## config.mk

```make
export PLATFORM = sky130hd
export DESIGN_NAME = cpu_muldiv_ctrl
export DESIGN_NICKNAME = d
export VERILOG_FILES = /design/src/rtl/cpu_muldiv_ctrl_pkg.sv /design/src/rtl/cpu_divider_core.sv /design/src/rtl/cpu_muldiv_ctrl.sv
export SDC_FILE = /design/constraint.sdc
export NUM_CORES = 2
export LEC_CHECK = 0
export CAP_MARGIN = 30
export CORE_MARGIN = 3
export CORE_UTILIZATION = 58
export CTS_BUF_LIST = sky130_fd_sc_hd__clkbuf_16
export CTS_CLUSTER_DIAMETER = 50
export DETAILED_ROUTE_END_ITERATION = 10
export GPL_ROUTABILITY_DRIVEN = 1
export MAX_ROUTING_LAYER = met4
export PLACE_DENSITY = 0.79
export SYNTH_ARGS = -nofsm -noshare
export SYNTH_HDL_FRONTEND = slang
export SYNTH_SLANG_ARGS = --single-unit
```

## constraint.sdc

```tcl
create_clock -name clock -period 7.45 [get_ports clock]
set_clock_uncertainty 0.15 [all_clocks]
set_input_delay 1.1175 -clock clock [delete_from_list [all_inputs] [get_ports clock]]
set_output_delay 1.1175 -clock clock [all_outputs]
set_load 0.03 [all_outputs]
```

## src/rtl/cpu_muldiv_ctrl_pkg.sv

```systemverilog
// rtl/cpu_muldiv_ctrl_pkg.sv - shared op codes, state encoding and helpers for the mul/div controller
// Contents:
//   MULOP_*         p3_op[2:0] encodings of the latent mul/div operations
//   muldiv_state_t  controller states IDLE/MUL/DIV/DONE
//   op_is_div       op selects the divider (any op with bit 2 set)
//   op_is_signed    op is divs/mods
//   op_is_mod       op returns the remainder
//   cond_neg        two's-complement negate when asked
package cpu_muldiv_ctrl_pkg;

    localparam logic [2:0] MULOP_MUL  = 3'b000;
    localparam logic [2:0] MULOP_DIVS = 3'b100;
    localparam logic [2:0] MULOP_MODS = 3'b101;
    localparam logic [2:0] MULOP_DIVU = 3'b110;
    localparam logic [2:0] MULOP_MODU = 3'b111;

    localparam logic [4:0] DIV_STEPS_LAST = 5'd31;

    typedef enum logic [1:0] {
        ST_IDLE = 2'd0,
        ST_MUL  = 2'd1,
        ST_DIV  = 2'd2,
        ST_DONE = 2'd3
    } muldiv_state_t;

    // Codes 001/010/011 are illegal and fall through to the multiplier.
    function automatic logic op_is_div(input logic [2:0] op);
        return (op == MULOP_DIVS) || (op == MULOP_MODS) ||
               (op == MULOP_DIVU) || (op == MULOP_MODU);
    endfunction

    function automatic logic op_is_signed(input logic [2:0] op);
        return (op == MULOP_DIVS) || (op == MULOP_MODS);
    endfunction

    function automatic logic op_is_mod(input logic [2:0] op);
        return (op == MULOP_MODS) || (op == MULOP_MODU);
    endfunction

    function automatic logic [31:0] cond_neg(input logic [31:0] value, input logic negate);
        return negate ? (~value + 32'd1) : value;
    endfunction

endpackage

```

## src/rtl/cpu_divider_core.sv

```systemverilog
// rtl/cpu_divider_core.sv - 32-step restoring unsigned divider datapath
// Ports:
//   clock      system clock
//   load       capture dividend/divisor and clear the partial remainder
//   step       perform one restoring iteration
//   dividend   unsigned dividend, sampled on load
//   divisor    unsigned divisor, sampled on load (non-zero)
//   quotient   quotient register, final after 32 steps
//   remainder  partial remainder register, final after 32 steps
module cpu_divider_core (
    input  logic        clock,
    input  logic        load,
    input  logic        step,
    input  logic [31:0] dividend,
    input  logic [31:0] divisor,
    output logic [31:0] quotient,
    output logic [31:0] remainder
);

    logic [31:0] rem_q;
    logic [31:0] quo_q;
    logic [31:0] dvs_q;

    logic [32:0] shifted;
    logic [31:0] diff;
    logic        fits;

    // The quotient register doubles as the dividend shift register: each
    // step moves its top bit into the remainder and a quotient bit in below.
    always_comb begin
        shifted = {rem_q, quo_q[31]};
        fits    = shifted >= {1'b0, dvs_q};
        // The remainder stays below the divisor, so the true difference
        // always fits in 32 bits.
        diff    = shifted[31:0] - dvs_q;
    end

    always_ff @(posedge clock) begin
        if (load) begin
            rem_q <= 32'd0;
            quo_q <= dividend;
            dvs_q <= divisor;
        end else if (step) begin
            rem_q <= fits ? diff : shifted[31:0];
            quo_q <= {quo_q[30:0], fits};
        end
    end

    assign quotient  = quo_q;
    assign remainder = rem_q;

endmodule

```

## src/rtl/cpu_muldiv_ctrl.sv

```systemverilog
// rtl/cpu_muldiv_ctrl.sv - p3 sequencer for the multi-cycle multiply/divide resource
// Ports:
//   clock      system clock
//   reset      synchronous active-high reset
//   start      p3 holds a valid mul/div op
//   op         p3_op[2:0]: 000 mul, 100 divs, 101 mods, 110 divu, 111 modu
//   src_a      operand A (post-bypass)
//   src_b      operand B (post-bypass or literal)
//   kill       p4 jump taken; abandons the current operation
//   stall_req  hold the pipeline while the resource is busy
//   done       result valid this cycle
//   result     operation result, meaningful when done is high
module cpu_muldiv_ctrl
    import cpu_muldiv_ctrl_pkg::*;
#(
    parameter int MUL_CYCLES = 2,
    parameter int XLEN       = 32
) (
    input  logic            clock,
    input  logic            reset,
    input  logic            start,
    input  logic [2:0]      op,
    input  logic [XLEN-1:0] src_a,
    input  logic [XLEN-1:0] src_b,
    input  logic            kill,
    output logic            stall_req,
    output logic            done,
    output logic [XLEN-1:0] result
);

    localparam logic [4:0] MUL_LOAD = 5'(MUL_CYCLES - 1);

    muldiv_state_t state, state_n;

    logic [4:0]      counter;
    logic [XLEN-1:0] a_q;
    logic [XLEN-1:0] b_q;
    logic [XLEN-1:0] result_q;
    logic            is_mod_q;
    logic            neg_quo_q;
    logic            neg_rem_q;
    // High when DONE must take its value from the divider core rather than
    // from result_q (multiply and divide-by-zero preload result_q instead).
    logic            div_path_q;

    logic            accept;
    logic            start_div;
    logic            start_signed;
    logic            div_by_zero;
    logic [XLEN-1:0] abs_a;
    logic [XLEN-1:0] abs_b;
    logic [XLEN-1:0] product;
    logic [XLEN-1:0] div_result;
    logic [XLEN-1:0] quotient;
    logic [XLEN-1:0] remainder;
    logic            div_load;
    logic            div_step;

    assign accept       = (state == ST_IDLE) && start && !kill;
    assign start_div    = op_is_div(op);
    assign start_signed = op_is_signed(op);
    assign div_by_zero  = (src_b == '0);
    assign abs_a        = cond_neg(src_a, start_signed && src_a[XLEN-1]);
    assign abs_b        = cond_neg(src_b, start_signed && src_b[XLEN-1]);
    assign product      = a_q * b_q;

    // The last restoring step lands on the same edge that enters DONE, so
    // the sign fix-up is applied to the core outputs during DONE itself.
    assign div_result = is_mod_q ? cond_neg(remainder, neg_rem_q)
                                 : cond_neg(quotient, neg_quo_q);
    assign result     = ((state == ST_DONE) && div_path_q) ? div_result : result_q;

    cpu_divider_core u_divider_core (
        .clock     (clock),
        .load      (div_load),
        .step      (div_step),
        .dividend  (abs_a),
        .divisor   (abs_b),
        .quotient  (quotient),
        .remainder (remainder)
    );

    always_ff @(posedge clock) begin
        if (reset) begin
            state <= ST_IDLE;
        end else begin
            state <= state_n;
        end
    end

    always_comb begin
        state_n   = state;
        stall_req = 1'b0;
        done      = 1'b0;
        div_load  = 1'b0;
        div_step  = 1'b0;
        case (state)
            ST_IDLE: begin
                if (start) begin
                    stall_req = 1'b1;
                    if (!start_div) begin
                        state_n = ST_MUL;
                    end else if (div_by_zero) begin
                        state_n = ST_DONE;
                    end else begin
                        state_n  = ST_DIV;
                        div_load = 1'b1;
                    end
                end
            end
            ST_MUL: begin
                stall_req = 1'b1;
                if (counter == 5'd0) begin
                    state_n = ST_DONE;
                end
            end
            ST_DIV: begin
                stall_req = 1'b1;
                div_step  = 1'b1;
                if (counter == 5'd0) begin
                    state_n = ST_DONE;
                end
            end
            ST_DONE: begin
                // start is ignored here: p3 still shows the finishing op.
                done    = 1'b1;
                state_n = ST_IDLE;
            end
            default: begin
                state_n = ST_IDLE;
            end
        endcase
        if (kill) begin
            state_n   = ST_IDLE;
            stall_req = 1'b0;
            div_load  = 1'b0;
            div_step  = 1'b0;
        end
    end

    always_ff @(posedge clock) begin
        if (reset) begin
            counter    <= 5'd0;
            a_q        <= '0;
            b_q        <= '0;
            result_q   <= '0;
            is_mod_q   <= 1'b0;
            neg_quo_q  <= 1'b0;
            neg_rem_q  <= 1'b0;
            div_path_q <= 1'b0;
        end else if (accept) begin
            a_q       <= src_a;
            b_q       <= src_b;
            is_mod_q  <= op_is_mod(op);
            neg_quo_q <= start_signed && (src_a[XLEN-1] ^ src_b[XLEN-1]);
            neg_rem_q <= start_signed && src_a[XLEN-1];
            if (!start_div) begin
                counter    <= MUL_LOAD;
                div_path_q <= 1'b0;
            end else if (div_by_zero) begin
                counter    <= 5'd0;
                div_path_q <= 1'b0;
                result_q   <= op_is_mod(op) ? src_a : '1;
            end else begin
                counter    <= DIV_STEPS_LAST;
                div_path_q <= 1'b1;
            end
        end else if (!kill) begin
            case (state)
                ST_MUL: begin
                    if (counter == 5'd0) begin
                        result_q <= product;
                    end else begin
                        counter <= counter - 5'd1;
                    end
                end
                ST_DIV: begin
                    if (counter != 5'd0) begin
                        counter <= counter - 5'd1;
                    end
                end
                ST_DONE: begin
                    // Keep the presented value visible after the pulse.
                    result_q <= result;
                end
                default: begin
                end
            endcase
        end
    end

endmodule

```

==> metrics <==
status=completed; Main synth FF type=dfxtp_1; Final Max Slew Viols=0; Die X=228 um; Clock Latency Late Sink=0.60 ns; IO Port Bufs=104; Top cell by count, worst path=fa_1; DR pass1 iterations=6; setup_tns=0 ns; Post-Synthesis Cells=3,351; nets=4,043; DRC Markers=0; largest net degree at the start of global routing=89; Filler cells=4,019; CP Class=reg2reg; footprint of the multi-input gates=21,500 um^2; EDFF count, synth=64; non-filler cells, final=4,080; Synth warnings=0; initial core utilization=0.593; hold endpoint=result_q[7]; R2R cell count=22; max_cap viols=0; Worst-path clk slew=0.06 ns; Worst Path Arrival=7.55 ns; post-synthesis instance area=28,600 um^2; Cell Pwr Density=113 nW/um^2; Worst path slowest cell=fa_1; total gr overflow=0; WL per Instance=21.9 um; worst hold-check path type=reg2reg; CTS Hold Buffers Added=0; RR Startpoint=a_q[13]; first-pass GRT wire length=140 mm; Setup crit start kind=flip-flop; I/O pins=105; root buf cell=clkbuf_16; Num CTS Buffers=30; FF-to-FF End=result_q[27]; vias in the first global route=24.8k; Max Freq=0.138 GHz; asr flop ratio synth=0; worst vdd ir=0.177 mV; WHS Path Cells=2; final worst path period share=0.970; Clock Path Buffers=3; syn_nets=3,997; CP max stage delay=0.59 ns; chip height=228 um; min-delay src=result_q[7]; register area share after synthesis=0.164; drt via density=5.97; num rows=80; RSZ-0062 raised after global routing=yes; min Tclk post-route=7.22 ns; vias=24.4k; Inst Count DP=4,020; crit path cell chain=buf_4, and2_1, fa_1, inv_1, fa_1, fa_1, fa_1, fa_1, inv_1, fa_1, fa_1, fa_1, ha_2, and4_1, nand2_1, o211ai_1, o31a_1, o41ai_4, o21bai_1, xor2_1, mux2i_1, a221oi_1; kind of end point of the critical path=flip-flop; Final GP Congestion=1.02; P&R area growth vs syn=10.8%; Slew headroom=0.284; Distinct cells, synth=71; Total GRT Usage=0.352; initial antenna violation count=2; CTS tree=done; Starting DRT DRC Count=2,280; Finish-stage setup viols=0; WP data required=7.78 ns; Synth Area per Inst=8.54 um^2; Die Area=52,000 um^2; Final Hold Viols=0; commonest non-fill, non-tap cell in the layout=nand2_1; register area=4750 um^2; Final ANT Viol Nets=0; Least-Margin Pin Slew=1.07 ns; H-Tree Level Count=1; final WL=89.2 mm; core area=48,200 um^2; DP Wirelength=72.0 mm; Reg2Reg Setup Slack=0.23 ns; Sink Count=203; Leak=0.0140 uW; CP Max Fanout=12; share of cells above drive strength 1=0.0637; highest-count cells in the layout ignoring fill and taps=nand2_1, inv_1, fa_1; #FFs+latches synth=203
## report_power, final
group / total (uW) / internal (uW) / switching, uW
Clock: 1500 / 883 / 619
Sequential: 1270 / 1190 / 78.1
Combinational: 804 / 312 / 492
Total: 3570 / 2380 / 1190
## synth_stat cells, types with 5 or more instances
master | instances | share of area
nor3_1 | 37 | 0.0065
nand3_1 | 25 | 0.0044
o31a_1 | 5 | 0.0015
o221ai_1 | 21 | 0.0064
nand2b_1 | 11 | 0.0024
o31ai_1 | 29 | 0.0076
o21ai_0 | 184 | 0.032
mux2i_1 | 35 | 0.012
o21a_1 | 13 | 0.0034
nand4_1 | 9 | 0.0020
edfxtp_1 | 64 | 0.067
a21oi_1 | 152 | 0.027
mux2_2 | 8 | 0.0031
clkbuf_1 | 165 | 0.022
buf_1 | 11 | 0.0014
xnor2_1 | 138 | 0.042
dfxtp_1 | 139 | 0.097
or4_1 | 15 | 0.0039
ha_1 | 166 | 0.073
a32oi_1 | 9 | 0.0028
or3_1 | 19 | 0.0042
o211ai_1 | 13 | 0.0034
inv_1 | 477 | 0.063
buf_2 | 6 | 0.0010
nor2b_1 | 7 | 0.0015
or2_2 | 10 | 0.0022
nand2_1 | 538 | 0.071
a21o_1 | 18 | 0.0047
nor4_1 | 13 | 0.0028
a31oi_1 | 10 | 0.0022
fa_1 | 409 | 0.29
nor2_1 | 76 | 0.010
o21bai_1 | 15 | 0.0039
a211oi_1 | 15 | 0.0039
and2_1 | 318 | 0.070
o41ai_1 | 16 | 0.0049
xor2_1 | 82 | 0.025
and3_1 | 11 | 0.0024
## how the worst max path moves through the flow
stage / start / endpoint
global route: b_q[2] / result_q[24]
detailed placement: b_q[7] / result_q[28]
global placement: a_q[2] / result_q[30]
finish: a_q[13] / result_q[27]
CTS: a_q[2] / result_q[30]
floorplan: a_q[6] / result_q[28]
## repair_timing
action                     CTS  global route
resized for setup            4            42
setup endpoints to repair    2             8
setup buffers                0             1
## metrics by stage
stage	util	cell area [um^2]	hold WS (ns)	setup slack [ns]	total power (uW)
5_1_grt	0.657	31700	0.327	-0.0359	3700
3_5_place_dp	0.632	30500	0.298	0.0309	2070
4_1_cts	0.654	31600	0.306	0.0145	3560
6_report	0.657	31700	0.309	0.226	3570
2_1_floorplan	-	28600	0.275	0.411	1740
3_3_place_gp	0.632	30500	0.284	0.113	2050
## worst max-delay path, delay by kind of cell (launching register included)
kind / cells / cell delay (ns)
muxes: 1 / 0.11
xor gates and xnor gates: 1 / 0.19
adders and majority gates: 9 / 4.53
buffers and inverters: 3 / 0.34
and+or+nand+nor: 3 / 0.49
AOI/OAI and AO/OA: 5 / 0.94
DFF: 1 / 0.37
## kinds of logic (layout without fill, tap and decap cells)
family,Yosys count,count (layout),synth area share
and+or+nand+nor,1108,1108,0.189
xor gates and xnor gates,221,221,0.0682
buffers and inverters,659,729,0.0867
muxes,43,43,0.0154
adders and majority gates,575,575,0.359
other,0,3,0
DFF,203,203,0.164
AOI/OAI and AO/OA,542,542,0.118
## routing by layer
| metal | track usage | vias up | share of wire | routed length [um] |
|---|---|---|---|---|
| li1 | - | 10800 | - | - |
| met1 | 0.455 | 12100 | 0.39 | 35200 |
| met2 | 0.550 | 1256 | 0.47 | 41500 |
| met3 | 0.0704 | 235 | 0.095 | 8440 |
| met4 | 0.135 | 0 | 0.046 | 4100 |
| met5 | - | - | 0 | 0 |
## sequential cells by signal, summed over array words and instances (netlist names), 2 cells and up
| signal | cells |
|---|---|
| result_q | 32 |
| u_divider_core.remainder | 32 |
| state | 2 |
| a_q | 32 |
| u_divider_core.quotient | 32 |
| b_q | 32 |
| u_divider_core.dvs_q | 32 |
| counter | 5 |
## layout make-up
class / instances / area share
clock inverter: 23 / 0.00703
sequential: 203 / 0.150
timing repair buffer: 196 / 0.0557
multi-input combinational: 2489 / 0.679
antenna: 3 / 0.000237
inverter: 477 / 0.0565
clock buffer: 33 / 0.0261
tap: 656 / 0.0259
(Power assumes the default switching activity.)
